`config.mk`:
```
export PLATFORM = sky130hd
export DESIGN_NAME = alu_share_arbiter
export DESIGN_NICKNAME = d
export VERILOG_FILES = /design/src/rtl/alu_share_arbiter.sv
export SDC_FILE = /design/constraint.sdc
export NUM_CORES = 1
export LEC_CHECK = 0
export CAP_MARGIN = 10
export CORE_AREA = 4 4 87 89
export CTS_BUF_LIST = sky130_fd_sc_hd__clkbuf_8
export DETAILED_ROUTE_END_ITERATION = 16
export DIE_AREA = 0 0 91 93
export DONT_BUFFER_PORTS = 1
export PLACE_DENSITY = 0.77
export SLEW_MARGIN = 20
export SYNTH_ARGS = -nofsm -noshare
export SYNTH_HDL_FRONTEND = slang
export SYNTH_SLANG_ARGS = --single-unit
```
`constraint.sdc`:
```
create_clock -name clk -period 4.26 [get_ports clk]
set_input_delay 0.639 -clock clk [delete_from_list [all_inputs] [get_ports clk]]
set_output_delay 0.639 -clock clk [all_outputs]
set_load 0.005 [all_outputs]
```
`src/rtl/alu_share_arbiter.sv`:
```
// rtl/alu_share_arbiter.sv - round-robin sharing of one ALU among NREQ requesters
module alu_share_arbiter #(
  parameter int NREQ    = 4,
  parameter int IDW     = 2,
  parameter int WIDTH   = 16,
  parameter int OPW     = 5,
  parameter int ALU_LAT = 1
) (
  input  logic                  clk,
  input  logic                  rst_n,
  input  logic [NREQ-1:0]       req_valid,
  output logic [NREQ-1:0]       req_ready,
  input  logic [NREQ*OPW-1:0]   req_op,
  input  logic [NREQ*WIDTH-1:0] req_x,
  input  logic [NREQ*WIDTH-1:0] req_y,
  output logic [OPW-1:0]        alu_op,
  output logic [WIDTH-1:0]      alu_x,
  output logic [WIDTH-1:0]      alu_y,
  input  logic [WIDTH-1:0]      alu_z,
  output logic                  rsp_valid,
  input  logic                  rsp_ready,
  output logic [IDW-1:0]        rsp_id,
  output logic [WIDTH-1:0]      rsp_z,
  output logic                  busy
);

  // Counter holds ALU_LAT-1 at most; keep at least one bit for ALU_LAT=1.
  localparam int CNTW = (ALU_LAT > 1) ? $clog2(ALU_LAT) : 1;
  // Pointer plus offset can reach 2*NREQ-2, so one extra bit is enough.
  localparam int SW   = IDW + 1;

  typedef enum logic [1:0] {
    S_IDLE = 2'd0,
    S_EXEC = 2'd1,
    S_RESP = 2'd2
  } state_t;

  state_t           r_state;
  state_t           w_state_nxt;
  logic [IDW-1:0]   r_ptr;
  logic [IDW-1:0]   r_id;
  logic [CNTW-1:0]  r_cnt;
  logic [OPW-1:0]   r_alu_op;
  logic [WIDTH-1:0] r_alu_x;
  logic [WIDTH-1:0] r_alu_y;
  logic             r_rsp_valid;
  logic [IDW-1:0]   r_rsp_id;
  logic [WIDTH-1:0] r_rsp_z;

  logic             w_found;
  logic [IDW-1:0]   w_winner;
  logic [SW-1:0]    w_sum;
  logic [IDW-1:0]   w_idx;
  logic             w_accept;

  // Scan from the pointer upward (mod NREQ); descending loop lets the smallest offset win.
  always_comb begin
    w_found  = 1'b0;
    w_winner = '0;
    w_sum    = '0;
    w_idx    = '0;
    for (int k = NREQ - 1; k >= 0; k--) begin
      w_sum = {1'b0, r_ptr} + SW'(k);
      if (w_sum >= SW'(NREQ)) begin
        w_sum = w_sum - SW'(NREQ);
      end
      w_idx = w_sum[IDW-1:0];
      if (req_valid[w_idx]) begin
        w_found  = 1'b1;
        w_winner = w_idx;
      end
    end
  end

  // State register.
  always_ff @(posedge clk or negedge rst_n) begin
    if (!rst_n) begin
      r_state <= S_IDLE;
    end else begin
      r_state <= w_state_nxt;
    end
  end

  // Next state and grant; grant is gated by rst_n so nothing is accepted during reset.
  always_comb begin
    w_state_nxt = r_state;
    req_ready   = '0;
    w_accept    = 1'b0;
    case (r_state)
      S_IDLE: begin
        if (w_found && rst_n) begin
          req_ready[w_winner] = 1'b1;
          w_accept            = 1'b1;
          w_state_nxt         = S_EXEC;
        end
      end
      S_EXEC: begin
        if (r_cnt == '0) begin
          w_state_nxt = S_RESP;
        end
      end
      S_RESP: begin
        if (rsp_ready) begin
          w_state_nxt = S_IDLE;
        end
      end
      default: w_state_nxt = S_IDLE;
    endcase
  end

  // Operand latch on grant, latency countdown, result capture and response handshake.
  always_ff @(posedge clk or negedge rst_n) begin
    if (!rst_n) begin
      r_ptr       <= '0;
      r_id        <= '0;
      r_cnt       <= '0;
      r_alu_op    <= '0;
      r_alu_x     <= '0;
      r_alu_y     <= '0;
      r_rsp_valid <= 1'b0;
      r_rsp_id    <= '0;
      r_rsp_z     <= '0;
    end else begin
      if (w_accept) begin
        r_alu_op <= req_op[int'(w_winner)*OPW +: OPW];
        r_alu_x  <= req_x[int'(w_winner)*WIDTH +: WIDTH];
        r_alu_y  <= req_y[int'(w_winner)*WIDTH +: WIDTH];
        r_id     <= w_winner;
        r_ptr    <= (w_winner == IDW'(NREQ - 1)) ? '0 : w_winner + 1'b1;
        r_cnt    <= CNTW'(ALU_LAT - 1);
      end
      if (r_state == S_EXEC) begin
        if (r_cnt == '0) begin
          r_rsp_z     <= alu_z;
          r_rsp_id    <= r_id;
          r_rsp_valid <= 1'b1;
        end else begin
          r_cnt <= r_cnt - 1'b1;
        end
      end
      if ((r_state == S_RESP) && rsp_ready) begin
        r_rsp_valid <= 1'b0;
      end
    end
  end

  assign alu_op    = r_alu_op;
  assign alu_x     = r_alu_x;
  assign alu_y     = r_alu_y;
  assign rsp_valid = r_rsp_valid;
  assign rsp_id    = r_rsp_id;
  assign rsp_z     = r_rsp_z;
  assign busy      = (r_state != S_IDLE);

endmodule

```
==> Word level (Yosys, flattened, before mapping) <==
Index checks and enable logic that the tools add are counted.
{ "totals": {"word_cells": 87, "ramBits": 0, "latchBits": 0, "out_inout_bits": 61, "reg_bits": 63, "mem_bits_ro": 0, "memories": 0} }
{ "op_classes": {"bitwise": 1, "add_sub_neg": 9, "magnitude_cmp": 10, "eq_ne": 7, "n_shift": 3, "muxes": 37, "n_reduce_logical": 9, "multipliers": 1, "n_div": 0} }
{ "op_table": {"columns": ["cell", "count"], "rows": [
  ["indexed part select 64 x 7 -> 16 bit", 2],
  ["two-way mux 2 bit", 12],
  ["indexed part select 20 x 6 -> 5 bit", 1],
  ["two-way mux 1 bit", 17],
  ["less-than comparator 2 x 3 -> 1 bit, second input constant", 5],
  [">= comparator 3 bit, second input constant", 3],
  ["binary-select mux 1 bit (select 2 bit)", 4],
  ["two-way mux 4 bit", 2],
  ["subtractor 2 x 1 -> 2 bit, second input constant", 4],
  ["adder 2 x 2 -> 3 bit, second input constant", 2],
  ["!= test 2 bit, second input constant", 3],
  ["one-hot mux 2 bit (3 select lines)", 1],
  ["multiplier 2 x 3 -> 5 bit, second input constant", 1],
  ["== test 2 bit, second input constant", 2],
  ["AND reduction 2 bit", 2],
  ["nonzero test 2 bit", 2],
  ["adder 2 x 1 -> 3 bit, second input constant", 1],
  [">= comparator 2 x 3 -> 1 bit, second input constant", 1],
  ["logical AND 1 bit", 3],
  ["AND reduction 3 bit", 1],
  ["adder 2 x 1 -> 2 bit, second input constant", 1],
  ["demux 1 bit (select 2 bit)", 1],
  ["== test 2 x 1 -> 1 bit, second input constant", 1],
  [">= comparator 2 x 1 -> 1 bit, second input constant", 1],
  ["other kinds (4)", 4]
]} }

==> Longest topological paths before layout <==
Gate-level depths: netlist of the first run.
{ "depth": {"word_depth": 15, "ltp_mapped": 9, "depth_no_buf": 7} }

==> Worst setup path after synthesis of the first run <==
No wires, ideal clock.
{ "synth_timing": {"kind": "input -> output", "startpoint": "in req_valid[3]", "endpoint": "out req_ready[3]", "setup_slack_ns": 1.888, "n_path_buf": 2, "stages": 7, "arrival_time_ns": 1.733, "t_required_ns": 3.621, "path_cell_list": "or2_1 -> o211ai_2 -> buf_6 -> buf_6 -> inv_2 -> ha_1 -> and2_1"} }
{ "synth_via": {"elab_chain_cells": 12, "elab_cells_between_ends": 24, "cone_classes": "order compare (2); mux (20); reduce/logical (2)"} }
{ "synth_lines": {"columns": ["item", "line", "source"], "rows": [
  ["start, declared", "11", "input logic [NREQ-1:0] req_valid,"],
  ["binary-select mux 1 bit (select 2 bit)", "68", "if (req_valid[w_idx]) begin"],
  ["two-way mux 1 bit (not written as such)", "68", null],
  ["two-way mux 2 bit (3 in series)", "68", null],
  ["two-way mux 2 bit *", "68", null],
  ["via w_winner[0]", "51", "logic [IDW-1:0] w_winner;"],
  ["less-than comparator 2 x 3 -> 1 bit (not written as such) or >= comparator 2 x 1 -> 1 bit (tied branches)", "92", "req_ready[w_winner] = 1'b1;"],
  ["logical AND 1 bit (not written as such)", "92", null],
  ["two-way mux 1 bit (not written as such)", "92", null],
  ["demux 1 bit (select 2 bit) *", "92", null],
  ["two-way mux 4 bit *", "91", "if (w_found && rst_n) begin"],
  ["two-way mux 4 bit *", "89", "case (r_state)"],
  ["end, declared", "12", "output logic [NREQ-1:0] req_ready,"]
]} }
The timed path passes the listed nets; every way through them passes the cells marked *. The select of a mux whose other input is x is not followed.

==> Worst setup path in the final report of the first run <==
{ "layout_timing": {"startpoint": "reg r_ptr[0]", "endpoint": "out req_ready[3]"} }
{ "layout_via": {"elab_chain_cells": 15, "elab_cells_between_ends": 39, "cone_classes": "add/sub (7); order compare (6); mux (24); reduce/logical (2)"} }
{ "layout_lines": {"columns": ["item", "line", "source"], "rows": [
  ["start, declared", "40", "logic [IDW-1:0] r_ptr;"],
  ["start signal, assigned", "129", "r_ptr <= (w_winner == IDW'(NREQ - 1)) ? '0 : w_winner + 1'b1;"],
  ["adder 2 x 2 -> 3 bit", "63", "w_sum = {1'b0, r_ptr} + SW'(k);"],
  [">= comparator 3 bit or subtractor 2 x 1 -> 2 bit (tied branches)", "64, 65", null],
  ["two-way mux 2 bit", "64", "if (w_sum >= SW'(NREQ)) begin"],
  ["binary-select mux 1 bit (select 2 bit)", "68", null],
  ["two-way mux 1 bit (not written as such)", "68", null],
  ["two-way mux 2 bit (3 in series)", "68", null],
  ["two-way mux 2 bit *", "68", null],
  ["via w_winner[0]", "51", null],
  ["less-than comparator 2 x 3 -> 1 bit (not written as such) or >= comparator 2 x 1 -> 1 bit (tied branches)", "92", null],
  ["logical AND 1 bit (not written as such)", "92", null],
  ["two-way mux 1 bit (not written as such)", "92", null],
  ["demux 1 bit (select 2 bit) *", "92", null],
  ["two-way mux 4 bit *", "91", null],
  ["two-way mux 4 bit *", "89", null]
]} }
Marks and branches as above.

==> flow_summary.json, run 1 <==
{
  "core-area_um2": 6760,
  "power_uw": 2660,
  "first_pass_iters": 4,
  "skew_ns": 0.00794,
  "fp.dieW_um": 91,
  "nets": 470,
  "cts_made_buffers": 9,
  "cap_violations": 0,
  "drive_above_1_share_pct": 9.36,
  "ant_nets": 0,
  "vias_per_cell": 6.39,
  "synth_compound_area_share_pct": 12.9,
  "crit_arrival_ns": 2.12,
  "yosys_register_bits": 63,
  "hold_class": "in -> async",
  "cts-resized-gates": 0,
  "clock_sinks": 63,
  "grt_pass1_vias": 2385,
  "initial_core_util_pct": 50.9,
  "globalRouteOverflowTotal": 0,
  "placementRows": 30,
  "grt_max_degree": 64,
  "grt.total_usage_pct": 19.2,
  "leakage_uw": 0.00180,
  "antenna_found_initial": 0,
  "vias": 2422,
  "post-route-min-period_ns": 2.76,
  "diodes": 0,
  "area_growth_pct": 7.71,
  "synth_fa_ha_area_share_pct": 1.45,
  "rsz0062_at_grt": "no",
  "worstPathMaxFanout": 33,
  "ys_types": 32,
  "synth.net_count": 475,
  "synthCells": 300,
  "clock_path_buffers": 2,
  "io_pins": 232,
  "synth-simple-area-share_pct": 7.93,
  "clkTransAtPathRegs_ns": 0.07,
  "synthXorXnorAreaFrac_pct": 0,
  "post-route-period-util_pct": 64.8,
  "cts_root_buffer": "clkbuf_8",
  "synth_area_um2": 3440,
  "dp_hpwl_um": 6520,
  "synth-edff-count": 0,
  "outcome": "finished, final reports clean",
  "maxClockFrequency_mhz": 362,
  "muxShareOfSynthArea_pct": 27.4,
  "place.gp.congestion": 0.773,
  "crit_type": "reg -> out",
  "p_per_area_nw_per_um2": 718,
  "clkLatencyLatePin_ns": 0.32,
  "port_buffers": 0,
  "yosys_warnings": 0,
  "peakVddDrop_uv": 285,
  "ys_seq_area_share_pct": 45.8,
  "required_ns": 3.62,
  "start_kind": "register",
  "drtIter0Drc": 96,
  "reg2reg_slack_ns": 2.04,
  "synth_top_family_by_area": "multiplexers",
  "tns_ns": 0,
  "synthArstFlopShare_pct": 100,
  "routed_wl_um": 8530,
  "ys.flop_type": "dfrtp_1",
  "tritoncts": "built",
  "max_slew_margin_pct": 42.3,
  "htreeDepth": 3,
  "avgSynthCellArea_um2": 11.5,
  "grt_pass1_wl_um": 12700,
  "tightest_slew_ns": 0.863,
  "end_kind": "output pin",
  "dieArea_um2": 8460,
  "drv_slew": 0,
  "finalHoldViolCount": 0,
  "setup_violations": 0,
  "die_h_um": 93,
  "drc_errors": 0,
  "wl_per_cell_um": 22.5,
  "fillers": 599
}
## area by class of cell
type                            count  area [um^2]  area share (%)
Inverter                            6         22.5           0.608
Timing Repair Buffer                5         57.6            1.55
Sequential cell                    63         1580            42.5
Multi-Input combinational cell    210         1720            46.4
Tap cell                           80          100            2.70
Clock inverter                      3         65.1            1.76
Clock buffer                       12          165            4.46
## final timing paths
check | from | to | cells past startpoint
worst min-delay path | rst_n | rsp_z[3]$_DFFE_PN0P_ | 1
worst max-delay path | r_ptr[0]$_DFFE_PN0P_ | req_ready[3] | 7
min in group clk | alu_z[9] | rsp_z[9]$_DFFE_PN0P_ | 1
worst max register to register | r_state[1]$_DFFE_PN0P_ | alu_y[3]$_DFFE_PN0P_ | 5
worst min register to register | r_id[1]$_DFFE_PN0P_ | r_id[1]$_DFFE_PN0P_ | 2
max in group asynchronous | rst_n | alu_x[3]$_DFFE_PN0P_ | 1
## cell usage after synthesis, types with 4 or more instances
master    instances  area share [%]
nand2_1          45             4.9
buf_2             9             1.3
ha_1              4             1.5
o221ai_1         37             9.4
dfrtp_1          63              46
and2_1            4            0.73
mux2i_1          74              22
mux2_1           18             5.9
buf_6             4             1.3
a21oi_1           4            0.58
## placed cells by master, fill, tap and decap left out
cell,count
ha_1,4
o21a_1,1
a31o_1,1
and2_1,4
mux2_1,18
clkbuf_8,12
o21ai_0,2
nor2_2,1
o31ai_1,1
buf_4,4
a21boi_1,1
dfrtp_1,63
inv_2,3
nor2_1,3
nand2_1,45
inv_1,3
bufinv_16,2
a21oi_1,4
or2_1,3
nand2_2,1
a21o_1,1
o211ai_4,1
buf_16,1
mux2i_1,74
clkinv_2,1
nor3_4,1
o21ai_1,2
o21bai_1,1
and2b_1,1
o31ai_4,1
o221ai_1,37
nor2b_1,2
## through the flow
| stage | setup slack [ns] | hold slack [ns] | util [%] | std cells | instance area (um^2) |
|---|---|---|---|---|---|
| floorplan | 1.89 | 0.343 | - | 300 | 3440 |
| global placement | 1.71 | 0.345 | 51.0 | 363 | 3450 |
| detailed placement | 1.65 | 0.345 | 51.0 | 363 | 3450 |
| CTS | 1.45 | 0.181 | 54.9 | 379 | 3710 |
| global route | 1.34 | 0.183 | 54.9 | 379 | 3710 |
| finish | 1.50 | 0.183 | 54.9 | 379 | 3710 |
## cells by family after synthesis
family                     after synthesis
DFF                                     63
muxes                                   92
and+or+nand+nor                         61
AOI/OAI and AO/OA                       53
buffers and inverters                   27
adders and majority gates                4
## report_power, final
group | leakage (uW) | total [uW] | switching, uW | internal (uW)
combinational | 0.000907 | 940 | 502 | 438
sequential | 0.000771 | 1140 | 250 | 886
clock | 0.000118 | 586 | 213 | 373
total | 0.00180 | 2660 | 965 | 1700
## critical path: stages (launching register included)
cell and delay (ns):
dfrtp_1 0.40, and2b_1 0.22, a21oi_1 0.07, o211ai_4 0.17, buf_4 0.47, inv_2 0.10
ha_1 0.21, and2_1 0.16
## metal layers
metal  share of wire, %  up-vias  global-route usage [%]
met4                1.2        0                    7.41
met1                 37     1181                    21.3
li1                   -     1101                       -
met5                  0        -                       0
met3                8.0       12                    5.95
met2                 54      128                    34.5
## what timing repair did
item                      CTS  global route
hold buffers                1             0
setup buffers               0             0
hold endpoints to repair   63             0
## flip-flops by register name, summed over array words and instances, names as in the netlist
name,cells
r_state,2
rsp_id,2
r_id,2
r_ptr,2
rsp_valid,1
alu_op,5
r_cnt,1
alu_x,16
rsp_z,16
alu_y,16
Note: power is estimated with default switching activity, not from simulation.
==> inputs of run 2 (changes only) <==
==> constraint.sdc (replaced) <==
create_clock -name clk -period 2.7 [get_ports clk]
set_input_delay 0.405 -clock clk [delete_from_list [all_inputs] [get_ports clk]]
set_output_delay 0.405 -clock clk [all_outputs]
set_load 0.005 [all_outputs]
==> run 2 against run 1 <==
Against the previous run:
- clock power rose by 38%
- die area stayed put
- clock skew about the same
- via count grew 2.8%
- sequential power up 58%
- sequential cell count unchanged
- clock-buffer cell count decreased by 2
- utilization grew 0.093 points
==> flow_summary.json, run 2 (synthesized netlist as in run 1, its figures left out) <==
{
  "vias_per_cell": 6.50,
  "rsz0062_at_grt": "no",
  "power_uw": 4130,
  "cts_root_buffer": "clkbuf_8",
  "antenna_found_initial": 1,
  "clock_path_buffers": 2,
  "grt_max_degree": 64,
  "start_kind": "register",
  "wl_per_cell_um": 23.4,
  "drtIter0Drc": 73,
  "pre_cts_ws_ns": 0.595,
  "place.gp.congestion": 0.743,
  "ctsHoldBuffers": 2,
  "post-route-min-period_ns": 2.30,
  "drv_slew": 0,
  "skew_ns": 0.00834,
  "cts-resized-gates": 0,
  "layout_common_cells": "mux2i_1 (74), dfrtp_1 (63), nand2_1 (45)",
  "hold_start": "alu_z[15]",
  "io_pins": 232,
  "rr_startpoint": "r_ptr[0]$_DFFE_PN0P_",
  "worst_slack_ns": 0.399,
  "maxClockFrequency_mhz": 435,
  "clock_sinks": 63,
  "nets": 473,
  "ant_nets": 0,
  "placementRows": 30,
  "diodes": 0,
  "crit_arrival_ns": 1.90,
  "cap_violations": 0,
  "worstPathMaxFanout": 38,
  "finalHoldViolCount": 0,
  "tightest_slew_ns": 0.872,
  "leakage_uw": 0.00179,
  "drc_errors": 0,
  "routed_wl_um": 8960,
  "drive_above_1_share_pct": 9.90,
  "clkTransAtPathRegs_ns": 0.07,
  "peakVddDrop_uv": 452,
  "grt_pass1_wl_um": 13600,
  "initial_core_util_pct": 50.9,
  "final_common_cell": "mux2i_1",
  "htreeDepth": 3,
  "setup_violations": 0,
  "max_slew_margin_pct": 41.7,
  "port_buffers": 0,
  "hold_class": "in -> reg",
  "dp_hpwl_um": 6770,
  "p_per_area_nw_per_um2": 1110,
  "fillers": 594,
  "end_kind": "output pin",
  "fp.dieW_um": 91,
  "globalRouteOverflowTotal": 0,
  "outcome": "finished, final reports clean",
  "tritoncts": "built",
  "dieArea_um2": 8460,
  "die_h_um": 93,
  "clkLatencyLatePin_ns": 0.33,
  "core-area_um2": 6760,
  "area_growth_pct": 7.89,
  "tns_ns": 0,
  "required_ns": 2.30,
  "vias": 2491,
  "post-route-period-util_pct": 85.2,
  "cts_setup_buffers": 0,
  "crit_path_start": "r_ptr[0]$_DFFE_PN0P_",
  "grt.total_usage_pct": 20.4,
  "crit_type": "reg -> out",
  "cts_made_buffers": 9,
  "grt_pass1_vias": 2654,
  "first_pass_iters": 5
}
==> run 2: cell count changes in the layout (fill, tap and decap cells not counted), sizes merged <==
cell         previous run  this run
dlygate4sd3             0         1
bufinv                  2         1
clkinvlp                0         3
clkbuf                 12        10
inv                     6         7
buf                     5         7
==> run 2: final cells by class <==
class                           count  area, um^2  share of cell area, %
Sequential cell                    63        1580                   42.5
Clock buffer                       10         138                   3.71
Timing Repair Buffer                8        95.1                   2.56
Clock inverter                      6        61.3                   1.65
Inverter                            6        22.5                  0.607
Multi-Input combinational cell    210        1720                   46.3
Tap cell                           80         100                   2.70
==> run 2: worst max-delay path, cell delays in order (launching register included) <==
cell,delay (ns)
dfrtp_1,0.41
and2b_1,0.23
a21oi_1,0.07
o211ai_4,0.25
buf_12,0.29
ha_1,0.19
and2_1,0.14
==> run 2: report_power, final <==
group | switching [uW] | internal, uW | total [uW]
sequential | 404 | 1400 | 1800
clock | 360 | 446 | 806
combinational | 804 | 716 | 1520
==> run 2: path summary, 6_finish.rpt <==
path	endpoint	slack (ns)	depth (start not counted)
min	rsp_z[15]$_DFFE_PN0P_	0.20	1
min in group asynchronous	rsp_z[3]$_DFFE_PN0P_	0.61	2
min reg2reg	r_id[1]$_DFFE_PN0P_	0.49	2
max reg2reg	alu_y[11]$_DFFE_PN0P_	0.60	6
max	req_ready[0]	0.40	6
max in group asynchronous	alu_y[7]$_DFFE_PN0P_	1.81	2
==> run 2: layer usage <==
metal	part of all wire [%]	GRT usage (%)	up-vias
li1	-	-	1110
met1	36	22.1	1226
met3	8.0	6.76	16
met2	55	36.8	137
met5	0.16	0	-
met4	1.5	7.91	2
==> run 2: per-stage QoR <==
stage,std cells,area (um^2),hold slack [ns],utilization [%]
after global placement,365,3480,0.111,51.4
final,383,3710,0.204,54.9
after CTS,383,3710,0.182,54.9
after detailed placement,365,3480,0.111,51.4
after floorplan,300,3440,0.109,-
after global routing,383,3710,0.178,54.9
